**src/rtl/rv_soc_pkg.sv**
```systemverilog
// Shared RV_SoC constants: requester owner encoding, default memory geometry and base address.
package rv_soc_pkg;

    localparam logic        OWN_I      = 1'b0;
    localparam logic        OWN_D      = 1'b1;
    localparam int unsigned DEFAULT_AW = 12;
    localparam logic [31:0] MEM_BASE   = 32'h8000_0000;

    // Return tag captured at grant time, consumed one cycle later.
    typedef struct packed {
        logic owner;
        logic err;
        logic valid;
    } ret_tag_t;

endpackage

```
**src/rtl/rv_mem_arbiter.sv**
```systemverilog
// Single-port SRAM arbiter between instruction fetch and data load/store; data has priority,
// fetch is guaranteed a grant after MAX_DSTREAK consecutive data grants.
module rv_mem_arbiter
    import rv_soc_pkg::*;
#(
    parameter int unsigned AW          = DEFAULT_AW,
    parameter int unsigned MAX_DSTREAK = 4
) (
    input  logic          clk,
    input  logic          rst,
    input  logic          i_req,
    input  logic [31:0]   i_addr,
    output logic          i_gnt,
    output logic          i_rvalid,
    output logic [31:0]   i_rdata,
    input  logic          d_req,
    input  logic          d_we,
    input  logic [31:0]   d_addr,
    input  logic [3:0]    d_be,
    input  logic [31:0]   d_wdata,
    output logic          d_gnt,
    output logic          d_rvalid,
    output logic [31:0]   d_rdata,
    output logic          d_err,
    output logic          m_en,
    output logic          m_we,
    output logic [3:0]    m_be,
    output logic [AW-1:0] m_addr,
    output logic [31:0]   m_wdata,
    input  logic [31:0]   m_rdata
);

    localparam int unsigned SW = $clog2(MAX_DSTREAK + 1);
    localparam logic [SW-1:0] StreakMax = SW'(MAX_DSTREAK);

    logic [SW-1:0] streak_q, streak_d;
    ret_tag_t      tag_q, tag_d;
    logic [31:0]   i_hold_q, d_hold_q;
    logic          d_oor;
    logic          unused_addr_bits;

    assign d_oor            = |d_addr[31:AW+2];
    assign unused_addr_bits = ^{i_addr[31:AW], d_addr[1:0]};

    // Arbitration and memory drive; reset suppresses every grant.
    always_comb begin
        i_gnt   = 1'b0;
        d_gnt   = 1'b0;
        m_en    = 1'b0;
        m_we    = 1'b0;
        m_be    = 4'h0;
        m_addr  = '0;
        m_wdata = '0;
        if (!rst) begin
            if (d_req && (!i_req || streak_q < StreakMax)) begin
                d_gnt = 1'b1;
            end else if (i_req) begin
                i_gnt = 1'b1;
            end
        end
        if (i_gnt) begin
            m_en   = 1'b1;
            m_be   = 4'hF;
            m_addr = i_addr[AW-1:0];
        end else if (d_gnt && !d_oor) begin
            m_en    = 1'b1;
            m_we    = d_we;
            m_addr  = d_addr[AW+1:2];
            m_be    = d_we ? d_be : 4'hF;
            m_wdata = d_wdata;
        end
    end

    always_comb begin
        streak_d = streak_q;
        if (!i_req || i_gnt) begin
            streak_d = '0;
        end else if (d_gnt && streak_q < StreakMax) begin
            streak_d = streak_q + SW'(1);
        end
        tag_d.owner = d_gnt ? OWN_D : OWN_I;
        tag_d.err   = d_gnt && d_oor;
        tag_d.valid = i_gnt || d_gnt;
    end

    // A stale tag must not leak out while rst is held, so outputs are gated as well.
    always_comb begin
        i_rvalid = !rst && tag_q.valid && (tag_q.owner == OWN_I);
        d_rvalid = !rst && tag_q.valid && (tag_q.owner == OWN_D);
        d_err    = d_rvalid && tag_q.err;
        i_rdata  = rst ? 32'h0 : (i_rvalid ? m_rdata : i_hold_q);
        d_rdata  = rst ? 32'h0 : (d_rvalid ? (tag_q.err ? 32'h0 : m_rdata) : d_hold_q);
    end

    always_ff @(posedge clk) begin
        if (rst) begin
            streak_q <= '0;
            tag_q    <= '0;
            i_hold_q <= '0;
            d_hold_q <= '0;
        end else begin
            streak_q <= streak_d;
            tag_q    <= tag_d;
            i_hold_q <= i_rdata;
            d_hold_q <= d_rdata;
        end
    end

endmodule

```
**config.mk**
```make
export PLATFORM = sky130hd
export DESIGN_NAME = rv_mem_arbiter
export DESIGN_NICKNAME = d
export VERILOG_FILES = /design/src/rtl/rv_soc_pkg.sv /design/src/rtl/rv_mem_arbiter.sv
export SDC_FILE = /design/constraint.sdc
export NUM_CORES = 1
export LEC_CHECK = 0
export CAP_MARGIN = 20
export CORE_ASPECT_RATIO = 0.9
export CORE_UTILIZATION = 33
export DETAILED_ROUTE_END_ITERATION = 8
export GPL_TIMING_DRIVEN = 0
export PLACE_DENSITY = 0.79
export SYNTH_ARGS = -nofsm -noshare
export SYNTH_HDL_FRONTEND = slang
export SYNTH_SLANG_ARGS = --single-unit
```
**constraint.sdc**
```tcl
create_clock -name clk -period 1.2 [get_ports clk]
set_input_delay 0.12 -clock clk [delete_from_list [all_inputs] [get_ports clk]]
set_output_delay 0.12 -clock clk [all_outputs]
set_load 0.02 [all_outputs]
```
==> results.tsv <==
metric	value	unit
status	finished, violations left	
violations	negative setup slack	
syn_inst	513	
rsz0062_at_grt	yes	
dieArea	0.01217	mm2
slowest_stage	dfxtp_2	
ys_seq_elements	70	
cp-end-kind	output pin	
cts-root-buf	clkbuf_16	
leakagePower	4.018	nW
drcViolationCount	0	
die_h	104.8	um
row_count	37	
finalSetupViolCount	164	
final_core_util	0.8367	
critical_path_class	flop to output pin	
hpwl	12.03	mm
final.period_utilization	1.470	
switching_share	0.2855	
layout-drive-gt1-share	0.5680	
final_nets	978	
avgSynthCellArea	7.549	um2
area_growth	147.1	%
hp-start	d_req	
clock_power_share	0.383	
setup_ws	-0.5636	ns
startpoint	tag_q[0]$_SDFF_PP0_	
routed_wl	19.09	mm
yosys_warnings	0	
finClkSkew	0.003915	ns
fin_setup_tns	-58.56	ns
htreeDepth	3	
antenna_found_initial	2	
clockBufferDepth	2	
overflow	0	
ctsHoldBuffers	0	
reg2reg_from	tag_q[0]$_SDFF_PP0_	
vias	5265	
intPower	4.964	mW
startpoint_type	flop	
gp_congestion	0.8435	
combPwrFrac	0.265	
syn_nets	651	
maxSlewViolCount	0	
core_area	0.01143	mm2
hold_class	primary input to flop	
powerDensity	726.2	mW/mm2
ir_drop	0.8604	mV
synth.largest_area_cell	dfxtp_1	
grt_pass1_vias	5290	
timing.hold.ws	0.2550	ns
worst_r2r_path_depth	7	
critPathRequiredTime	1.08	ns
grt_use_total	0.2777	
async_reset_ff_frac	0	
grt_pass1_wl	26.21	mm
synth_edf_count	0	
clock_latency	0.33	ns
reg2reg_to	i_hold_q[3]$_SDFF_PP0_	
io_pins	256	
grt_max_degree	14	
power_frac_seq	0.353	
synthFlopType	dfxtp_1	
tritoncts	done	
p_switching	1.983	mW
drt-vias-per-instance	5.249	
firstDrtPassIters	4	
slowest_delay	0.35	ns
seq_area_frac_synth	0.3619	
fin_crit	1.764	ns
cts.clk_slew.worst_paths	0.06	ns
synth.distinct_cells	32	
crit_arrival	1.64	ns
placed_cells_incl_taps	902	
post_drt_wl_per_cell	19.03	um
ant_nets	0	
synthTopCellsByArea	dfxtp_1 36%, a21oi_1 8.3%, o21ai_0 7.9%, nor3_2 7.8%, nand2_1 6.5%	
drv_cap	0	
synth_area	0.003872	mm2
clock-sinks	70	
finalPower	6.948	mW
yosysTopAreaCellShare	0.3619	
max_freq	567.0	MHz
initial_core_util	0.3387	
portBuffers	233	
max_slew_margin	0.7146	
worst_slew_pin_slew	0.4281	ns
drt_iter0_drc	249	
fin_cells	1003	
cts_made_buffers	9	
hold_viol_final	0	
critPathCapture	i_rdata[22]	
reg2reg_slack	-0.23	ns
path_max_fanout	5	
crit_chain	nor3b_4 -> buf_6 -> buf_12 -> buf_12 -> nand2_2 -> o21ai_2 -> buf_6	
fp.dieW	116.2	um
power groups by stage:
stage | combinational (mW) | clock (mW) | sequential [mW]
6_report | 1.84 | 2.66 | 2.45
5_1_grt | 1.92 | 2.80 | 2.46
4_1_cts | 1.59 | 2.66 | 2.45
3_5_place_dp | 1.43 | 0 | 2.50
3_3_place_gp | 1.40 | 0 | 2.49
2_1_floorplan | 0.686 | 0 | 2.49
per-stage QoR:
stage                     cell area (um2)  setup WS, ns
final                                9568       -0.5636
after global routing                 9568       -0.6077
after CTS                            8715       -0.5018
after detailed placement             7433        -1.492
after global placement               7433        -1.439
after floorplan                      4906       -0.1174
cells in the final DEF (no fill, tap or decap), drive strengths merged, types with 14 or more instances in the layout:
cell type / instances
nand3: 17
clkbuf: 46
nand3b: 33
dfxtp: 70
nand2b: 37
inv: 34
clkdlybuf4s50: 93
nor3: 32
buf: 221
o21ai: 77
nand2: 67
a21oi: 64
nand4: 14
synthesized netlist by cell type (3+ instances only):
cell type / count
dfxtp_1: 70
nand2_1: 67
a21oi_1: 64
o21ai_0: 61
nand2b_1: 37
inv_1: 33
nand3b_1: 32
nor3_2: 30
clkbuf_1: 25
nand3_1: 17
o21ai_1: 16
buf_2: 14
nand4_1: 13
and2_1: 5
o31ai_1: 4
nor2_1: 3
nor2b_1: 3
worst min path at each step:
stage	to	slack, ns	cells past startpoint
after floorplan	tag_q[0]$_SDFF_PP0_	0.24	2
after global placement	streak_q[0]$_SDFFE_PP0P_	0.41	1
after detailed placement	streak_q[0]$_SDFFE_PP0P_	0.42	1
after CTS	tag_q[0]$_SDFF_PP0_	0.23	3
after global routing	tag_q[0]$_SDFF_PP0_	0.28	3
final	tag_q[0]$_SDFF_PP0_	0.26	3
sequential cells by signal, indices dropped and copies added, names as in the netlist:
signal and cells:
d_hold_q 32, i_hold_q 32, streak_q 3, tag_q 3
logic make-up (layout without fill, tap and decap cells):
logic type	Yosys count	count (layout)	synth area share
AOI/OAI and AO/OA	146	146	0.1919
adders and majority gates	1	1	0.003231
buffers and inverters	78	410	0.08401
DFF	70	70	0.3619
other	0	2	0
and+or+nand+nor	218	218	0.3590
final cells by class:
| class | count | area (um2) |
|---|---|---|
| multi-input combinational | 365 | 3556 |
| tap | 156 | 195.2 |
| antenna | 2 | 5.005 |
| sequential | 70 | 1408 |
| timing repair buffer | 319 | 3457 |
| buffer | 41 | 505.5 |
| inverter | 34 | 142.6 |
| clock inverter | 7 | 73.82 |
| clock buffer | 9 | 225.2 |
| fill | 619 | 1867 |
critical path: cells and delay by family (launching register included):
family,cells,cell delay [ns]
and+or+nand+nor,2,0.31
AOI/OAI and AO/OA,1,0.08
buffers and inverters,4,0.58
DFF,1,0.35
per-layer routing:
metal  vias to the layer above  global-route usage  wire (um)
li1                       2438                   -          -
met1                      2549              0.2934       6614
met2                       221              0.5170      10670
met3                        57             0.06206       1183
met4                         0              0.1200        621
met5                         -                   0          0
what timing repair did:
action	CTS	global route
gates resized for setup	841	190
setup buffers	44	44
gates cloned	9	6
setup endpoints to repair	188	182
pin swaps	54	68
Power figures use the tool's default switching activity.
